$ cat src/rtl/similarity_bundle_kernel.sv
// Streaming similarity kernel: accumulates popcount(A), popcount(B) and
// popcount(A&B) over an interleaved A0,B0,A1,B1,... hypervector word stream.
module similarity_bundle_kernel #(
  parameter int HV_DATA_WIDTH = 32,
  parameter int PC_WIDTH      = $clog2(HV_DATA_WIDTH) + 1
) (
  input  logic                     clk,
  input  logic                     reset,
  input  logic                     valid,
  input  logic                     first,
  input  logic                     last,
  input  logic [HV_DATA_WIDTH-1:0] data_in,
  output logic                     ready,
  output logic                     done,
  output logic [HV_DATA_WIDTH-1:0] AA_out,
  output logic [HV_DATA_WIDTH-1:0] BB_out,
  output logic [HV_DATA_WIDTH-1:0] AB_out,
  output logic                     err
);

  typedef enum logic [1:0] {S_IDLE, S_ACC_A, S_ACC_B, S_FLUSH} state_t;

  state_t                   state_q;
  logic                     done_q, err_q;
  logic                     s1_valid_q, s1_isa_q, s1_first_q;
  logic [HV_DATA_WIDTH-1:0] a_reg_q;
  logic [PC_WIDTH-1:0]      pc_a_q, pc_b_q, pc_ab_q;
  logic [HV_DATA_WIDTH-1:0] aa_q, bb_q, ab_q, aa_d, bb_d, ab_d;
  logic                     accept;

  function automatic logic [PC_WIDTH-1:0] popcnt(input logic [HV_DATA_WIDTH-1:0] v);
    logic [PC_WIDTH-1:0] c;
    c = '0;
    for (int i = 0; i < HV_DATA_WIDTH; i++) c = c + PC_WIDTH'(v[i]);
    return c;
  endfunction

  assign ready  = (state_q != S_FLUSH);
  assign accept = valid && ready;

  // Control FSM plus stage 1; the state itself encodes the A/B phase.
  always_ff @(posedge clk or posedge reset) begin
    if (reset) begin
      state_q    <= S_IDLE;
      done_q     <= 1'b1;
      err_q      <= 1'b0;
      s1_valid_q <= 1'b0;
      s1_isa_q   <= 1'b0;
      s1_first_q <= 1'b0;
      a_reg_q    <= '0;
      pc_a_q     <= '0;
      pc_b_q     <= '0;
      pc_ab_q    <= '0;
    end else begin
      s1_valid_q <= 1'b0;
      case (state_q)
        S_IDLE: begin
          // done re-asserts on the first idle edge after a flush, so it
          // trails the final accumulate by one cycle.
          done_q <= !(accept && first);
          if (accept) begin
            if (first) begin
              err_q      <= last;
              state_q    <= S_ACC_B;
              s1_valid_q <= 1'b1;
              s1_isa_q   <= 1'b1;
              s1_first_q <= 1'b1;
              a_reg_q    <= data_in;
              pc_a_q     <= popcnt(data_in);
            end else begin
              err_q <= 1'b1;
            end
          end
        end
        S_ACC_A: begin
          if (accept) begin
            if (first || last) err_q <= 1'b1;
            state_q    <= S_ACC_B;
            s1_valid_q <= 1'b1;
            s1_isa_q   <= 1'b1;
            s1_first_q <= first;
            a_reg_q    <= data_in;
            pc_a_q     <= popcnt(data_in);
          end
        end
        S_ACC_B: begin
          if (accept) begin
            s1_valid_q <= 1'b1;
            if (first) begin
              err_q      <= 1'b1;
              state_q    <= S_ACC_B;
              s1_isa_q   <= 1'b1;
              s1_first_q <= 1'b1;
              a_reg_q    <= data_in;
              pc_a_q     <= popcnt(data_in);
            end else begin
              state_q    <= last ? S_FLUSH : S_ACC_A;
              s1_isa_q   <= 1'b0;
              s1_first_q <= 1'b0;
              pc_b_q     <= popcnt(data_in);
              pc_ab_q    <= popcnt(a_reg_q & data_in);
            end
          end
        end
        S_FLUSH: state_q <= S_IDLE;
        default: state_q <= S_IDLE;
      endcase
    end
  end

  always_comb begin
    aa_d = aa_q;
    bb_d = bb_q;
    ab_d = ab_q;
    if (s1_valid_q) begin
      if (s1_isa_q && s1_first_q) begin
        aa_d = HV_DATA_WIDTH'(pc_a_q);
        bb_d = '0;
        ab_d = '0;
      end else if (s1_isa_q) begin
        aa_d = aa_q + HV_DATA_WIDTH'(pc_a_q);
      end else begin
        bb_d = bb_q + HV_DATA_WIDTH'(pc_b_q);
        ab_d = ab_q + HV_DATA_WIDTH'(pc_ab_q);
      end
    end
  end

  always_ff @(posedge clk or posedge reset) begin
    if (reset) begin
      aa_q <= '0;
      bb_q <= '0;
      ab_q <= '0;
    end else begin
      aa_q <= aa_d;
      bb_q <= bb_d;
      ab_q <= ab_d;
    end
  end

  assign done   = done_q;
  assign err    = err_q;
  assign AA_out = aa_q;
  assign BB_out = bb_q;
  assign AB_out = ab_q;

endmodule

$ cat config.mk
export PLATFORM = sky130hd
export DESIGN_NAME = similarity_bundle_kernel
export DESIGN_NICKNAME = d
export VERILOG_FILES = /design/src/rtl/similarity_bundle_kernel.sv
export SDC_FILE = /design/constraint.sdc
export NUM_CORES = 1
export LEC_CHECK = 0
export BUFFER_PORTS_ARGS = -buffer_cell sky130_fd_sc_hd__buf_4
export CORE_ASPECT_RATIO = 0.7
export CORE_MARGIN = 1.5
export CORE_UTILIZATION = 57
export DETAILED_ROUTE_END_ITERATION = 10
export GPL_TIMING_DRIVEN = 0
export PLACE_DENSITY = 0.8
export SLEW_MARGIN = 10
export SYNTH_ARGS = -nofsm -noshare
export SYNTH_HDL_FRONTEND = slang
export SYNTH_SLANG_ARGS = --single-unit
$ cat constraint.sdc
create_clock -name clk -period 5.9 [get_ports clk]
set_clock_uncertainty 0.2 [all_clocks]
set_input_delay 1.18 -clock clk [delete_from_list [all_inputs] [get_ports clk]]
set_output_delay 1.18 -clock clk [all_outputs]
set_load 0.1 [all_outputs]
======== After elaboration in Yosys (flattened, before gate mapping) ========
Index checks and enable logic that the tools add are counted.
storage, ports and cells
  register bits after elaboration ......... 153
  input bits .............................. 37
  logic and storage cells ................. 148
cells by class
  add/subtract/negate cells ............... 65
  equality and inequality tests ........... 13
  multiplexer cells ....................... 37
  bitwise logic cells ..................... 2
  reductions and logical operators ........ 18
operators by type and width
  operator              number
  $add A6 B1 Y6         52
  $mux W32              9
  $add A32 B6 Y32       3
  $pmux W32 S2          1
  $and A32 B32 Y32      1
  $mux W6               3
  $ne A2 B2 Y1 const B  7
  $add A5 B1 Y6         2
  $mux W1               12
  $mux W2               6
  $pmux W6 S2           1
  $add A4 B1 Y5         2
  $pmux W1 S3           3
  $add A3 B1 Y4         2
  $pmux W2 S4           1
  $reduce_and A4 Y1     2
  $add A2 B1 Y3         2
  $ne A2 B1 Y1 const B  3
  $reduce_and A6 Y1     1
  $reduce_and A5 Y1     1
  $add A1 B1 Y2         2
  $eq A2 B2 Y1 const B  2
  $reduce_and A2 Y1     2
  $reduce_bool A2 Y1    2
  10 further kinds      13

======== Longest topological paths before layout ========
Gate-level depths: netlist (run 1).
  word-level depth ........................ 34
  mapped depth ............................ 18

======== Worst setup path after synthesis (run 1) ========
No wires, ideal clock.
  path kind ............................... input port to flip-flop
  start point ............................. in data_in[0]
  end point ............................... reg pc_ab_q[4]
  setup time .............................. 0.133 ns
  arrival time ............................ 5.645 ns
  data required time ...................... 5.567 ns
  path slack .............................. -0.078 ns
  stages .................................. 15
  path buffers ............................ 0
  path through ............................ and2_1 -> fa_1 -> inv_1 -> fa_1 -> fa_1 -> fa_1 -> fa_1 -> inv_1 -> fa_1 -> ha_1 -> fa_1 -> a21o_1 -> a21oi_1 -> xor2_1 -> o21ai_1
between the ends
  longest elaborated chain between the ends .. 32
ends and longest elaborated chain
  what                         RTL line  source
  start: declaration           12        input logic [HV_DATA_WIDTH-1:0] data_in,
  $and A32 B32 Y32             101       pc_ab_q <= popcnt(a_reg_q & data_in);
  $add A1 B1 Y2                34        for (int i = 0; i < HV_DATA_WIDTH; i++) c = c + PC_WIDTH'(v[i]);
  $add A2 B1 Y3                34
  $add A3 B1 Y4                34
  $add A4 B1 Y5                34
  $add A5 B1 Y6                34
  $add A6 B1 Y6 (26 in a row)  34
  end signal: assignment       101
  end: declaration             27        logic [PC_WIDTH-1:0] pc_a_q, pc_b_q, pc_ab_q;
Every way passes these cells.
A chain may end at the register's enable or synchronous reset.

======== Final worst setup path (run 1) ========
Ends and elaborated chain as after synthesis.

==> impl_metrics.csv, run 1 <==
group,metric,value,unit
global_routing,grt_max_degree,112,
cells_and_area,areaGrowthSynthToFinish,20.2,%
critical_path,setup.worst_path.start_class,"primary input",
clock_tree,cts_tree,"done",
cells_and_area,final_nets,1248,
clock_tree,h-tree-depth,4,
pwr,leakagePower,5.45,nW
pwr,power,0.00619,W
clock_tree,cts_hold_buf,0,
die,die_area,0.0170,mm^2
global_routing,antenna_found_initial,0,
logic_synthesis,yosysUniqueCellTypes,56,
sta,worstMarginPinSlew,1.13,ns
worst_hold_path,worstHoldEndpoint,"a_reg_q[16]$_DFFE_PP0P_",
critical_path,slowest_delay,0.58,ns
placement,place.gp.congestion,0.911,
critical_path,cp_slowest_cell,"fa_1",
pwr,clock_power_share,17.0,%
cells_and_area,n_antenna_cell,0,
routing,routedWlPerCell,16.4,um
pwr,peakVddDrop,593,uV
sta,finalHoldViolCount,0,
clock_tree,clock_path_buffers,2,
sta,fin_tns_setup,0,ns
critical_path,path_cells,"buf_4, and2_1, fa_1, inv_1, fa_1, fa_1, fa_1, fa_1, inv_1, fa_1, ha_1, fa_2, a21o_1, a21oi_1, xor2_1, o21ai_1",
pwr,p_per_area,559,mW/mm^2
logic_synthesis,ys_seq_area_share,41.5,%
pwr,sw_frac_of_total,47.4,%
die,dieWidth,155,um
routing,drc,0,
routing,vias,7595,
critical_path,worst_path_most_repeated_cell,"fa_1",
global_routing,grt_first_pass_wirelength,35.7,mm
clock_tree,clock-root-buffer,"clkbuf_16",
worst_hold_path,hp-start,"a_reg_q[16]$_DFFE_PP0P_",
pwr,p_seq_share,23.4,%
routing,first_iter_violations,514,
logic_synthesis,synth_async_sr_flop_share,100,%
cells_and_area,final_cell_mix,"dfrtp_1 (152), nand2_1 (147), buf_4 (134)",
sta,timing.final.crit_period,5.81,ns
clock_tree,clock_sinks,153,
critical_path,cp_data_arrival_time,5.90,ns
sta,rsz0062_at_grt,"yes",
critical_path,timing.rr.start,"a_reg_q[0]$_DFFE_PP0P_",
logic_synthesis,synth_warnings,0,
outcome,status,"finished, final reports clean",
routing,vias_per_cell,5.68,
clock_tree,clk_pin_slew,0.06,ns
sta,fin_ws,0.0940,ns
placement,portBuffers,134,
pwr,p_comb_share,59.6,%
die,boundaryPins,136,
die,die_h,109,um
global_routing,grt.total_usage,27.1,%
cells_and_area,drive_gt1_share,15.9,%
worst_hold_path,hold_path_class,"reg -> reg",
cells_and_area,final_common_cell,"dfrtp_1",
global_routing,grt_pass1_vias,7104,
global_routing,gr-total-overflow,0,
die,initial_utilization,59.0,%
sta,finalCritPeriodShare,98.4,%
clock_tree,postCtsSetupBuffers,0,
pwr,netSwitchingPower,0.00293,W
logic_synthesis,synth-edff-count,0,
critical_path,cp_max_fo,3,
critical_path,crit_path_end_kind,"register",
die,placementRows,38,
critical_path,ff2ff_path_depth,15,
sta,slew_violations,0,
placement,dp_hpwl,16.0,mm
sta,fmax,0.172,GHz
critical_path,path_class,"in -> reg",
cells_and_area,stdcell_count,1337,
job,drv_cap,0,
clock_tree,worstSkewPairLatency,0.43,ns
placement,dpl_worst_slack,-0.390,ns
critical_path,cp.required,6.00,ns
critical_path,rrSetupSlack,0.62,ns
logic_synthesis,syn-num-nets,1094,
logic_synthesis,synth-main-ff-cell,"dfrtp_1",
pwr,power.internal,0.00326,W
sta,whs,0.273,ns
sta,slew_headroom,23.3,%
routing,wirelength,21.9,mm
logic_synthesis,netlist_area,0.00922,mm^2
placement,placed_cells,1305,
logic_synthesis,synth_cells,970,
critical_path,rr_endpoint,"pc_ab_q[4]$_DFFE_PP0P_",
logic_synthesis,ys_seq_elements,153,
clock_tree,cts_buffers,17,
worst_hold_path,hold_depth,2,
routing,ant_nets,0,
logic_synthesis,synth_area_per_cell,9.51,um^2
die,core_area,0.0156,mm^2
sta,setup_viol,0,
routing,drt-pass1-iter-count,7,
[power groups by stage]
stage          Clock, W  Sequential (W)  Combinational, W
2_1_floorplan         0         0.00181           0.00242
3_3_place_gp          0         0.00146           0.00349
3_5_place_dp          0         0.00146           0.00358
4_1_cts         0.00106         0.00145           0.00367
5_1_grt         0.00111         0.00148           0.00414
6_report        0.00105         0.00145           0.00369
[worst max-delay path: cells and delay by family]
family,cells,cell delay [ns]
compound gates,3,0.43
fa+ha+maj,8,3.71
simple gates,1,0.17
buf+inv,3,0.25
xor+xnor,1,0.17
[layer usage]
layer / vias to the layer above / share of wire [%] / track usage, %
met5: - / 0 / 0
met4: 0 / 1.1 / 7.35
met3: 24 / 5.9 / 5.64
met2: 256 / 45 / 41.2
met1: 3683 / 48 / 39.6
li1: 3632 / - / -
[metrics by stage]
stage	area, um^2	utilization (%)
CTS	11100	70.8
finish	11100	70.9
global route	11100	70.9
detailed placement	10500	67.2
global placement	10500	67.0
floorplan	9230	-
[state kept, by name, summed over array words and instances, names as in the netlist]
signal	flops
pc_ab_q	6
pc_b_q	6
done	1
BB_out	32
a_reg_q	32
s1_first_q	1
s1_isa_q	1
pc_a_q	6
AA_out	32
state_q	2
err	1
AB_out	32
s1_valid_q	1
[how the worst max path moves through the flow]
stage	startpoint	end
global placement	reset	a_reg_q[27]$_DFFE_PP0P_
CTS	data_in[0]	pc_ab_q[4]$_DFFE_PP0P_
detailed placement	data_in[0]	pc_ab_q[4]$_DFFE_PP0P_
finish	data_in[0]	pc_ab_q[4]$_DFFE_PP0P_
floorplan	data_in[0]	pc_ab_q[4]$_DFFE_PP0P_
global route	data_in[0]	pc_ab_q[4]$_DFFE_PP0P_
[area by class of cell]
cell class	count	area, um^2
buffer	29	116
multi-input combinational	703	4960
sequential	153	3830
clock buffer	19	443
clock inverter	13	121
fill	1144	4560
tap	200	250
timing repair buffer	135	1030
inverter	85	327
[timing repair]
action | CTS | global route
resized for setup | 0 | 1
setup endpoints to repair | 0 | 2
endpoints found under the hold margin | 0 | 0
[cells in the mapped netlist (15+ instances only)]
cell,instances,share of area [%]
fa_1,51,11
o21ai_1,52,2.8
or3_1,42,2.8
o21ai_0,31,1.7
ha_1,36,4.9
nand3_1,31,1.7
clkbuf_1,27,1.1
xnor2_1,15,1.4
and2_1,17,1.2
a21oi_1,64,3.5
xor2_1,34,3.2
dfrtp_1,152,41
inv_1,83,3.4
nor2_1,50,2.0
nand4_1,22,1.5
nand2_1,147,6.0
[cell families after synthesis]
group / synth area share (%)
XOR/XNOR: 4.65
multiplexers: 1.03
AO/OA/AOI/OAI: 12.7
buffers and inverters: 4.72
adder cells (fa/ha/maj): 16.0
flip-flops: 41.5
AND/OR/NAND/NOR: 19.4
(Power assumes the default switching activity.)
==> run 2: changes to the inputs <==
- CORE_UTILIZATION: 57 -> 50
- PLACE_DENSITY: 0.8 -> 0.71
==> impl_metrics.csv, run 2 (synthesis gave the netlist of run 1 again) <==
group,metric,value,unit
outcome,status,"finished, final reports clean",
sta,slew_headroom,38.5,%
die,initial_utilization,51.1,%
routing,drt-pass1-iter-count,5,
critical_path,cp_data_arrival_time,5.86,ns
clock_tree,clk_pin_slew,0.07,ns
routing,vias_per_cell,5.43,
clock_tree,clock-root-buffer,"clkbuf_16",
pwr,p_per_area,551,mW/mm^2
routing,vias,7446,
clock_tree,cts_buffers,17,
pwr,power,0.00614,W
critical_path,endpoint,"pc_ab_q[4]$_DFFE_PP0P_",
job,drv_cap,0,
clock_tree,cts_hold_buf,0,
cells_and_area,areaGrowthSynthToFinish,20.8,%
routing,drc,0,
global_routing,grt_first_pass_wirelength,36.1,mm
global_routing,gr-total-overflow,0,
die,placementRows,41,
sta,setup_viol,0,
cells_and_area,final_cell_mix,"dfrtp_1 (152), nand2_1 (147), buf_4 (134)",
clock_tree,h-tree-depth,4,
sta,finalHoldViolCount,0,
routing,wirelength,21.9,mm
critical_path,crit_path_end_kind,"register",
pwr,peakVddDrop,544,uV
pwr,leakagePower,5.43,nW
cells_and_area,n_antenna_cell,0,
critical_path,rr_endpoint,"pc_ab_q[4]$_DFFE_PP0P_",
sta,rsz0062_at_grt,"no",
cells_and_area,drive_gt1_share,16.1,%
sta,fmax,0.173,GHz
clock_tree,postCtsSetupBuffers,0,
sta,fin_tns_setup,0,ns
sta,timing.final.crit_period,5.77,ns
sta,worstMarginPinSlew,0.918,ns
clock_tree,worstSkewPairLatency,0.42,ns
routing,ant_nets,0,
global_routing,grt.total_usage,24.0,%
placement,portBuffers,134,
global_routing,grt_pass1_vias,7063,
global_routing,antenna_found_initial,0,
global_routing,grt_max_degree,93,
critical_path,critPathLaunch,"data_in[5]",
critical_path,rrSetupSlack,0.67,ns
clock_tree,cts_tree,"done",
critical_path,ff2ff_path_depth,15,
cells_and_area,final_nets,1248,
die,boundaryPins,136,
routing,routedWlPerCell,15.9,um
die,core_area,0.0181,mm^2
critical_path,cp.required,6.00,ns
cells_and_area,fillerInstances,1597,
worst_hold_path,hp-start,"a_reg_q[28]$_DFFE_PP0P_",
critical_path,cp_max_fo,3,
die,dieWidth,165,um
worst_hold_path,hold_path_class,"reg -> reg",
clock_tree,clock_path_buffers,2,
clock_tree,clock_sinks,153,
die,die_h,117,um
placement,place.gp.congestion,0.866,
routing,first_iter_violations,515,
die,die_area,0.0193,mm^2
critical_path,setup.worst_path.start_class,"primary input",
cells_and_area,final_common_cell,"dfrtp_1",
critical_path,path_class,"in -> reg",
placement,dp_hpwl,16.6,mm
sta,slew_violations,0,
critical_path,timing.rr.start,"a_reg_q[5]$_DFFE_PP0P_",
sta,finalCritPeriodShare,97.7,%
cells_and_area,final_core_util,61.7,%
==> run 2: cell count changes in the layout (fill, tap and decap cells not counted), sizes merged <==
| cell | delta |
|---|---|
| inv | +3 |
| clkinv | -4 |
| clkinvlp | +2 |
| clkbuf | -2 |
==> run 2: worst min path at each step <==
stage	to	slack, ns	cells after the start
2_1_floorplan	a_reg_q[0]$_DFFE_PP0P_	0.24	2
6_report	a_reg_q[28]$_DFFE_PP0P_	0.27	2
5_1_grt	a_reg_q[16]$_DFFE_PP0P_	0.29	2
3_5_place_dp	a_reg_q[0]$_DFFE_PP0P_	0.25	2
4_1_cts	a_reg_q[0]$_DFFE_PP0P_	0.27	2
3_3_place_gp	a_reg_q[10]$_DFFE_PP0P_	0.25	2
==> run 2: layer usage <==
metal  track usage [%]  vias to the layer above  share of wire [%]
met1              37.0                     3667                 51
met4              3.33                        0               0.48
met2              35.4                      145                 44
met3              5.26                        9                4.9
met5                 0                        -                  0
li1                  -                     3625                  -
==> run 2: worst max-delay path, cell delays in order <==
cell and delay (ns):
buf_4 0.13, and2_1 0.17, fa_1 0.52, inv_1 0.06, fa_1 0.58, fa_1 0.48
fa_1 0.53, fa_1 0.54, inv_1 0.06, fa_1 0.47, ha_2 0.22, fa_2 0.35
a21o_1 0.20, a21oi_2 0.14, xor2_1 0.18, o21ai_1 0.07
==> run 2: cell type report <==
cell class,instances,area (um^2),share of cell area (%)
plain buffers,29,116,1.04
clock buffers,17,425,3.82
clock inverters,14,140,1.26
inverters,85,327,2.93
multi-input cells,703,4970,44.6
flip-flops and latches,153,3830,34.4
well taps,236,295,2.65
repair buffers,135,1030,9.28
==> run 2: where the power goes <==
| group | switching [W] | internal, W | leakage (nW) |
|---|---|---|---|
| Sequential | 0.000169 | 0.00128 | 2.04 |
| Combinational | 0.00227 | 0.00137 | 3.13 |
| Clock | 0.000476 | 0.000589 | 0.267 |
| Total | 0.00291 | 0.00323 | 5.43 |
==> run 2: repair_timing <==
item | in CTS | in global routing
endpoints found under the hold margin | 0 | 0
gates resized for setup | 0 | 2
setup endpoints to repair | 0 | 1
==> run 2: stage by stage <==
| stage | area, um^2 | hold slack (ns) | instances | worst slack (ns) |
|---|---|---|---|---|
| finish | 11100 | 0.268 | 1372 | 0.133 |
| global route | 11100 | 0.289 | 1372 | 0.00461 |
| CTS | 11100 | 0.270 | 1372 | 0.0673 |
| detailed placement | 10600 | 0.254 | 1341 | -0.381 |
| global placement | 10500 | 0.251 | 1340 | -1.55 |
| floorplan | 9230 | 0.237 | 970 | 0.00615 |
==> run 3: changes to the inputs <==
- CORE_ASPECT_RATIO: 0.7 -> 1.2
==> impl_metrics.csv, run 3 (synthesis gave the netlist of run 1 again) <==
group,metric,value,unit
routing,first_iter_violations,391,
critical_path,rrSetupSlack,0.69,ns
clock_tree,cts_tree,"done",
critical_path,timing.rr.start,"a_reg_q[0]$_DFFE_PP0P_",
critical_path,cp_max_fo,3,
sta,setup_viol,0,
pwr,netSwitchingPower,0.00280,W
clock_tree,h-tree-depth,4,
global_routing,grt_pass1_vias,7250,
cells_and_area,final_core_util,62.0,%
cells_and_area,final_common_cell,"dfrtp_1",
sta,worstMarginPinSlew,1.05,ns
cells_and_area,n_antenna_cell,0,
sta,whs,0.266,ns
critical_path,slowest_delay,0.59,ns
placement,placed_cells,1329,
critical_path,endpoint,"pc_ab_q[4]$_DFFE_PP0P_",
cells_and_area,drive_gt1_share,16.0,%
sta,timing.final.crit_period,5.74,ns
global_routing,antenna_found_initial,0,
global_routing,grt_max_degree,89,
critical_path,crit_path_end_kind,"register",
routing,routedWlPerCell,15.8,um
pwr,p_comb_share,56.5,%
critical_path,rr_endpoint,"pc_ab_q[4]$_DFFE_PP0P_",
critical_path,worst-path-stages,16,
critical_path,setup.worst_path.start_class,"primary input",
placement,dp_hpwl,16.3,mm
critical_path,crit_buf_inv,3,
die,dieWidth,127,um
sta,fmax,0.174,GHz
clock_tree,cts_hold_buf,0,
global_routing,gr-total-overflow,0,
placement,portBuffers,134,
cells_and_area,final_cell_mix,"dfrtp_1 (152), nand2_1 (147), buf_4 (134)",
die,boundaryPins,136,
job,drv_cap,0,
sta,rsz0062_at_grt,"no",
sta,slew_violations,0,
critical_path,critPathLaunch,"data_in[0]",
placement,postPlaceCellArea,0.0105,mm^2
clock_tree,clk_pin_slew,0.06,ns
routing,drt-met1-wl,9.19,mm
critical_path,ff2ff_path_depth,15,
cells_and_area,finalInstanceArea,0.0112,mm^2
critical_path,cp_top_family,"adder cells",
routing,met3_length,772,um
critical_path,worst_path_most_repeated_cell,"fa_1",
sta,slew_headroom,28.6,%
cells_and_area,areaGrowthSynthToFinish,21.8,%
routing,drt-pass1-iter-count,5,
pwr,p_seq_share,23.2,%
routing,ant_nets,0,
clock_tree,clock-root-buffer,"clkbuf_16",
outcome,status,"finished, final reports clean",
clock_tree,worstSkewPairLatency,0.43,ns
routing,vias_per_cell,5.48,
critical_path,path_cells,"buf_4, and2_1, fa_1, inv_1, fa_1, fa_1, fa_1, fa_1, inv_1, fa_1, ha_2, fa_2, a21o_1, a21oi_2, xor2_1, o21ai_1",
pwr,clock_power_share,20.3,%
cells_and_area,final_nets,1248,
routing,wirelength,21.5,mm
critical_path,cp_data_arrival_time,5.83,ns
pwr,leakagePower,5.50,nW
die,die_h,152,um
routing,drc,0,
pwr,sw_frac_of_total,45.0,%
die,die_area,0.0193,mm^2
routing,wl_met2,11.3,mm
sta,finalHoldViolCount,0,
critical_path,path_class,"in -> reg",
pwr,power.internal,0.00342,W
global_routing,grt.total_usage,23.3,%
clock_tree,clock_sinks,153,
die,initial_utilization,50.9,%
global_routing,grt_first_pass_wirelength,35.2,mm
sta,finalCritPeriodShare,97.2,%
critical_path,cp_slowest_cell,"fa_1",
clock_tree,cts_buffers,17,
pwr,power,0.00623,W
placement,place.gp.congestion,0.828,
pwr,peakVddDrop,580,uV
routing,vias,7459,
cells_and_area,stdcell_count,1360,
critical_path,cp.required,5.99,ns
die,core_area,0.0181,mm^2
pwr,p_per_area,554,mW/mm^2
clock_tree,clock_path_buffers,2,
die,placementRows,54,
routing,top_layer,"met4",
worst_hold_path,hold_path_class,"reg -> reg",
-- run 3: tightest hold or removal path, delay by kind of cell (launching register included) --
family           cells  cell delay, ns
flip-flops           1            0.33
AND/OR/NAND/NOR      2            0.10
-- run 3: how the worst min path moves through the flow --
stage / slack, ns / endpoint / startpoint / cells past startpoint
global placement: 0.25 / a_reg_q[7]$_DFFE_PP0P_ / a_reg_q[7]$_DFFE_PP0P_ / 2
detailed placement: 0.25 / a_reg_q[14]$_DFFE_PP0P_ / a_reg_q[14]$_DFFE_PP0P_ / 2
CTS: 0.27 / a_reg_q[14]$_DFFE_PP0P_ / a_reg_q[14]$_DFFE_PP0P_ / 2
finish: 0.27 / a_reg_q[10]$_DFFE_PP0P_ / a_reg_q[10]$_DFFE_PP0P_ / 2
floorplan: 0.24 / a_reg_q[0]$_DFFE_PP0P_ / a_reg_q[0]$_DFFE_PP0P_ / 2
global route: 0.29 / a_reg_q[9]$_DFFE_PP0P_ / a_reg_q[9]$_DFFE_PP0P_ / 2
-- run 3: power by group through the flow --
stage	sequential, W	combinational [W]	clock, W
2_1_floorplan	0.00181	0.00242	0
3_3_place_gp	0.00146	0.00347	0
3_5_place_dp	0.00147	0.00355	0
4_1_cts	0.00145	0.00356	0.00128
5_1_grt	0.00147	0.00403	0.00132
6_report	0.00145	0.00352	0.00126
-- run 3: final cells by class --
cell class,instances,area [um^2]
clock buffer,18,439
timing repair buffer,135,1030
buffer,29,116
fill,1506,6880
clock inverter,13,240
multi-input combinational,703,4970
inverter,85,327
tap,224,280
sequential,153,3830
-- run 3: timing repair --
item | in CTS | in global routing
endpoints found under the setup margin | 0 | 2
buffers inserted | 0 | 0
gates resized for setup | 0 | 3
-- run 3: layer usage --
layer | GRT usage, % | vias to the layer above
met2 | 42.5 | 173
met5 | 0 | -
met3 | 3.72 | 21
met1 | 28.5 | 3637
met4 | 6.99 | 0
li1 | - | 3628
-- run 3: stage by stage --
stage	setup TNS (ns)	worst slack, ns
after floorplan	0	0.00615
after global placement	-240.29	-1.58
after detailed placement	-1.98	-0.354
after CTS	0	0.0952
after global routing	0	0.00423
final	0	0.165
